File: src/rtl/pipe_stage_reg.sv
// -----------------------------------------------------------------------------
// pipe_stage_reg
//
// Pipeline stage register with valid/ready flow control, flush and bubble
// insertion. Sits between two pipeline stages (IF/ID, ID/EX, EX/MEM, MEM/WB)
// so that hazards can stall the pipe and taken branches/jumps/exceptions can
// squash it without per-stage glue logic.
//
// With SKID_EN=1 a second (skid) entry absorbs the payload that arrives in the
// cycle the downstream stalls. That lets in_ready_o come straight from a flop,
// so no ready path runs combinationally through the stage. With SKID_EN=0 the
// stage holds one entry and in_ready_o is combinational from out_ready_i.
//
// Ports:
//   clk          in   1       clock, rising edge
//   rst          in   1       synchronous reset, active-low
//   flush_i      in   1       squash stage contents
//   in_valid_i   in   1       upstream payload valid
//   in_ready_o   out  1       stage can accept a payload this cycle
//   in_data_i    in   DATA_W  upstream payload
//   out_valid_o  out  1       downstream payload valid
//   out_ready_i  in   1       downstream accepts payload (0 = stall)
//   out_data_o   out  DATA_W  payload to next stage, BUBBLE_VAL when invalid
//   count_o      out  2       occupancy, 0..2 (0..1 when SKID_EN=0)
// -----------------------------------------------------------------------------
module pipe_stage_reg #(
    parameter int unsigned          DATA_W     = 64,
    parameter logic [DATA_W-1:0]    BUBBLE_VAL = {DATA_W{1'b0}},
    parameter bit                   SKID_EN    = 1'b1
) (
    input  logic              clk,
    input  logic              rst,
    input  logic              flush_i,
    input  logic              in_valid_i,
    output logic              in_ready_o,
    input  logic [DATA_W-1:0] in_data_i,
    output logic              out_valid_o,
    input  logic              out_ready_i,
    output logic [DATA_W-1:0] out_data_o,
    output logic [1:0]        count_o
);

    if (SKID_EN) begin : g_skid

        // State encoding equals occupancy.
        typedef enum logic [1:0] {
            ST_EMPTY = 2'd0,
            ST_FULL  = 2'd1,
            ST_SKID  = 2'd2
        } state_e;

        state_e            state_q, state_d;
        logic [DATA_W-1:0] main_q, main_d;
        logic [DATA_W-1:0] skid_q, skid_d;
        logic              in_ready_q, in_ready_d;
        logic              out_valid_q, out_valid_d;
        logic [1:0]        count_q, count_d;
        logic              in_xfer_s;
        logic              out_xfer_s;

        assign in_xfer_s  = in_valid_i & in_ready_q;
        assign out_xfer_s = out_valid_q & out_ready_i;

        // Next-state and next-data computation for the skid state machine.
        always_comb begin
            state_d = state_q;
            main_d  = main_q;
            skid_d  = skid_q;
            if (flush_i) begin
                // Anything accepted this cycle is dropped together with the
                // stage contents.
                state_d = ST_EMPTY;
                main_d  = BUBBLE_VAL;
                skid_d  = BUBBLE_VAL;
            end else begin
                case (state_q)
                    ST_EMPTY: begin
                        if (in_xfer_s) begin
                            state_d = ST_FULL;
                            main_d  = in_data_i;
                        end else begin
                            state_d = ST_EMPTY;
                        end
                    end
                    ST_FULL: begin
                        if (in_xfer_s && out_xfer_s) begin
                            state_d = ST_FULL;
                            main_d  = in_data_i;
                        end else if (in_xfer_s) begin
                            // Downstream stalled while a new payload arrived:
                            // park it in the skid entry.
                            state_d = ST_SKID;
                            skid_d  = in_data_i;
                        end else if (out_xfer_s) begin
                            state_d = ST_EMPTY;
                        end else begin
                            state_d = ST_FULL;
                        end
                    end
                    ST_SKID: begin
                        // in_ready_o is low here, so only the output can move.
                        if (out_xfer_s) begin
                            state_d = ST_FULL;
                            main_d  = skid_q;
                        end else begin
                            state_d = ST_SKID;
                        end
                    end
                    default: begin
                        state_d = ST_EMPTY;
                        main_d  = BUBBLE_VAL;
                        skid_d  = BUBBLE_VAL;
                    end
                endcase
            end
        end

        // Registered outputs derived from the next state, so every output
        // port comes straight from a flop.
        always_comb begin
            out_valid_d = (state_d != ST_EMPTY);
            in_ready_d  = (state_d != ST_SKID);
            case (state_d)
                ST_EMPTY: count_d = 2'd0;
                ST_FULL:  count_d = 2'd1;
                ST_SKID:  count_d = 2'd2;
                default:  count_d = 2'd0;
            endcase
        end

        // State, payload and output flops with synchronous active-low reset.
        always_ff @(posedge clk) begin
            if (!rst) begin
                state_q     <= ST_EMPTY;
                main_q      <= BUBBLE_VAL;
                skid_q      <= BUBBLE_VAL;
                in_ready_q  <= 1'b1;
                out_valid_q <= 1'b0;
                count_q     <= 2'd0;
            end else begin
                state_q     <= state_d;
                main_q      <= main_d;
                skid_q      <= skid_d;
                in_ready_q  <= in_ready_d;
                out_valid_q <= out_valid_d;
                count_q     <= count_d;
            end
        end

        assign in_ready_o  = in_ready_q;
        assign out_valid_o = out_valid_q;
        assign count_o     = count_q;
        // Mux keeps stale or never-loaded payload bits off the output.
        assign out_data_o  = out_valid_q ? main_q : BUBBLE_VAL;

    end else begin : g_single

        logic [DATA_W-1:0] main_q, main_d;
        logic              valid_q, valid_d;
        logic              in_ready_s;
        logic              in_xfer_s;
        logic              out_xfer_s;

        // Accept when empty or when the current entry leaves this cycle.
        assign in_ready_s = ~valid_q | out_ready_i;
        assign in_xfer_s  = in_valid_i & in_ready_s;
        assign out_xfer_s = valid_q & out_ready_i;

        // Next-state computation for the single entry.
        always_comb begin
            main_d  = main_q;
            valid_d = valid_q;
            if (flush_i) begin
                main_d  = BUBBLE_VAL;
                valid_d = 1'b0;
            end else if (in_xfer_s) begin
                main_d  = in_data_i;
                valid_d = 1'b1;
            end else if (out_xfer_s) begin
                valid_d = 1'b0;
            end else begin
                valid_d = valid_q;
            end
        end

        // Entry flops with synchronous active-low reset.
        always_ff @(posedge clk) begin
            if (!rst) begin
                main_q  <= BUBBLE_VAL;
                valid_q <= 1'b0;
            end else begin
                main_q  <= main_d;
                valid_q <= valid_d;
            end
        end

        assign in_ready_o  = in_ready_s;
        assign out_valid_o = valid_q;
        assign count_o     = {1'b0, valid_q};
        assign out_data_o  = valid_q ? main_q : BUBBLE_VAL;

    end

endmodule

File: config.mk
export PLATFORM = sky130hd
export DESIGN_NAME = pipe_stage_reg
export DESIGN_NICKNAME = d
export VERILOG_FILES = /design/src/rtl/pipe_stage_reg.sv
export SDC_FILE = /design/constraint.sdc
export NUM_CORES = 1
export LEC_CHECK = 0
export ABC_AREA = 0
export BUFFER_PORTS_ARGS = -buffer_cell sky130_fd_sc_hd__buf_2
export CAP_MARGIN = 40
export CORE_MARGIN = 4
export CORE_UTILIZATION = 50
export CTS_CLUSTER_SIZE = 24
export DETAILED_ROUTE_END_ITERATION = 8
export PLACE_DENSITY = 0.7
export REMOVE_ABC_BUFFERS = 1
export SKIP_CTS_REPAIR_TIMING = 1
export SYNTH_ARGS = -nofsm -noshare
export SYNTH_HDL_FRONTEND = slang
export SYNTH_SLANG_ARGS = --single-unit
File: constraint.sdc
create_clock -name clk -period 3.8 [get_ports clk]
set_input_delay 0 -clock clk [delete_from_list [all_inputs] [get_ports clk]]
set_output_delay 0 -clock clk [all_outputs]
set_load 0.03 [all_outputs]
==> impl_results.md <==
- Register bit total from synthesis: 134
- Wire length per cell: 16.5 microns
- Hold depth: 3
- DR iter-0 viols: 447
- First-pass GRT wire length: about 28,000 microns
- Setup crit end kind: flip-flop
- Power Density: 413 mW/mm^2
- CP max FO: 37
- Synth Area in XOR/XNOR: 0
- Setup slack at placement: 1100 ps
- Die width: 123 microns
- Syn_area_per_cell: 8.86 sq um
- Synth Cell Area: 0.00665 sq mm
- Diode count: 0
- CTS Buf Count: 17
- Synth area leaders: dfxtp_1 (40%), a211oi_2 (11%), mux2i_1 (9.6%)
- Fmax: ~370 MHz
- Top Ports: 137
- DP Wirelength: 11,000 microns
- CTS tree: built
- Fin cells: 1,092
- Via count of the first global-routing pass: 5,757
- Initial Utilization: 0.518
- Vias after detailed routing: 5,998
- Largest net degree at the start of global routing: 69
- Tot Pwr: 3550 uW
- Count of final setup violators: 0
- Syn-to-layout area delta: 29.3%
- Leak Pwr: 0.00341 uW
- Clock tree sinks: ~130
- Synth area leader: dfxtp_1
- Die height: ~120 microns
- Dpl cells: about 1,000
- Yosys warns: 0
- Layout Nets: between 900 and 1,000
- Peak VDD IR: 0.000246 V
- Final worst slack: 1090 ps
- FP Rows: 41
- RR Endpoint: g_skid.main_q[61]$_SDFFE_PP0P_
- Vias per Instance: 5.49
- Setup Skew: 6.73 ps
- Simple-Gate Fraction of Synth Area: 0.207
- Die Footprint: 0.0152 sq mm
- Detailed Route WL: 18,000 microns
- Crit share post-route: 0.712
- Hold Path Origin: out_ready_i
- Clock Tree Buf Depth: 2
- Post-Synth Adder-Cell Area: 0
- Reg-to-reg startpoint: g_skid.state_q[1]$_SDFF_PN0_
- Syn Inst Count: 750
- Slack of the worst reg-to-reg path: 1090 ps
- Status: completed
- # DRC: 0
- Most frequent cell after synthesis: dfxtp_1
- Post-route ant nets: 0
- Initial antenna violation count: 0
- End of the worst hold path: in_ready_o$_SDFF_PN1_
- Fin crit period: around 2700 ps
- Slowest CP cell: dfxtp_4
- Commonest cells in the netlist: dfxtp_1 (134), nand2_1 (130), a21oi_1 (67)
- Asr flop ratio synth: 0
- Prevailing post-synth register cell: dfxtp_1
- Count of pins over their slew limit: 0
- Clk slew on worst S/H paths: 50 ps
- Clock Latency Late Sink: 410 ps
- Crit-path max cell delay: 720 ps
- Relative slew margins: 0.418
- Compound-cell area share of the yosys netlist: 0.236
- Mux contribution to synthesized area: 0.0964
- Share of layout cells above drive strength 1: 0.270
- RSZ-0062 raised after global routing: no
- CP Launch Type: flip-flop
- Register area share after synthesis: 0.404
- Global Route Usage Sum: 0.232
- Final Hold Vio Count: 0
- 1st-pass router iterations: 4
- Remaining Overflow, GRT: 0
- H-tree levels: 4
- Crit path DAT: just under 3000 ps
- Kind of critical path: reg -> reg
- Worst slew pin tran: roughly 870 ps
- Critical path cell sequence: nand2b_2, and2_4, buf_4, a211oi_2
- Port bufs: around 140
- Post-synth EDFFs: 0
- Maximum capacitance violations: 0
- Area of the core: approximately 0.013 sq mm
- Synth top area share: 0.404
- Reg2Reg Depth: 4
- Distinct cells, synth: 24
- Hold Path Class: in -> reg
- Clock Tree Root: clkbuf_16
- Largest family of logic cells by synthesized area: compound AO/OA/AOI/OAI gates
- GPL Wtd Cong: 0.763
- CP required: 4070 ps
[flip-flops by register name, indices dropped and copies added (netlist names)]
| name | flops |
|---|---|
| g_skid.main_q | 64 |
| g_skid.skid_q | 64 |
| count_o | 2 |
| g_skid.state_q | 2 |
| in_ready_o | 1 |
| out_valid_o | 1 |
[kinds of logic after synthesis]
| group | Yosys count |
|---|---|
| AND/OR/NAND/NOR | 273 |
| buffers and inverters | 79 |
| multiplexers | 64 |
| AO/OA/AOI/OAI | 200 |
| flip-flops | 134 |
[layout make-up]
class | instances | area, sq um
clock inverters | 2 | 60.1
flip-flops and latches | 134 | 2690
fillers | 1060 | 4230
repair buffers | 216 | 1480
clock buffers | 29 | 531
well taps | 172 | 215
inverters | 2 | 7.51
multi-input cells | 537 | 3610
[through the flow]
step / instance area (sq um) / setup TNS, ps / util / hold WS, ps
3_5_place_dp: 7370 / 0 / 0.574 / 276
2_1_floorplan: 6270 / -211680 / - / 150
3_3_place_gp: 7310 / 0 / 0.570 / 266
4_1_cts: 7960 / 0 / 0.620 / -168
5_1_grt: 8600 / 0 / 0.670 / 108
6_report: 8600 / 0 / 0.670 / 97.3
[critical path, delay by kind of cell (launching register included)]
family	cells	cell delay [ps]
buf+inv	1	360
compound gates	1	100
flops	1	720
simple gates	2	1370
[power by group]
part / total, uW / internal [uW] / leakage, uW / switching (uW)
logic: 428 / 177 / 0.00204 / 251
registers: 1480 / 1450 / 0.00109 / 35.0
clock network: 1640 / 1070 / 0.000288 / 569
[metal layers]
layer / GRT usage / wire, microns
met1: 0.309 / 8030
met5: 0 / 0
met4: 0.0581 / 159
met2: 0.380 / 8600
met3: 0.0558 / 1180
[worst max-delay path by stage]
| stage | start | to | slack [ps] | cells past startpoint |
|---|---|---|---|---|
| 2_1_floorplan | g_skid.state_q[1]$_SDFF_PN0_ | g_skid.main_q[20]$_SDFFE_PP0P_ | -2450 | 3 |
| 3_3_place_gp | g_skid.state_q[1]$_SDFF_PN0_ | g_skid.main_q[51]$_SDFFE_PP0P_ | 1140 | 4 |
| 3_5_place_dp | g_skid.state_q[1]$_SDFF_PN0_ | g_skid.main_q[57]$_SDFFE_PP0P_ | 1100 | 4 |
| 4_1_cts | g_skid.state_q[1]$_SDFF_PN0_ | g_skid.main_q[12]$_SDFFE_PP0P_ | 1090 | 4 |
| 5_1_grt | g_skid.state_q[1]$_SDFF_PN0_ | g_skid.main_q[63]$_SDFFE_PP0P_ | 950 | 4 |
| 6_report | g_skid.state_q[1]$_SDFF_PN0_ | g_skid.main_q[61]$_SDFFE_PP0P_ | 1090 | 4 |
[cells in the final DEF (no fill, tap or decap), drive strengths merged]
| cell | count |
|---|---|
| a211oi | 64 |
| a21bo | 1 |
| a21oi | 67 |
| a2bb2oi | 1 |
| and2 | 66 |
| and3b | 1 |
| buf | 152 |
| bufinv | 2 |
| clkbuf | 29 |
| dfxtp | 134 |
| dlygate4sd3 | 64 |
| inv | 2 |
| mux2i | 64 |
| nand2 | 130 |
| nand2b | 2 |
| nand3 | 1 |
| nor2 | 5 |
| nor2b | 66 |
| nor3 | 1 |
| o21a | 1 |
| o22ai | 64 |
| o31a | 2 |
| or3 | 1 |
Power figures use the tool's default switching activity.
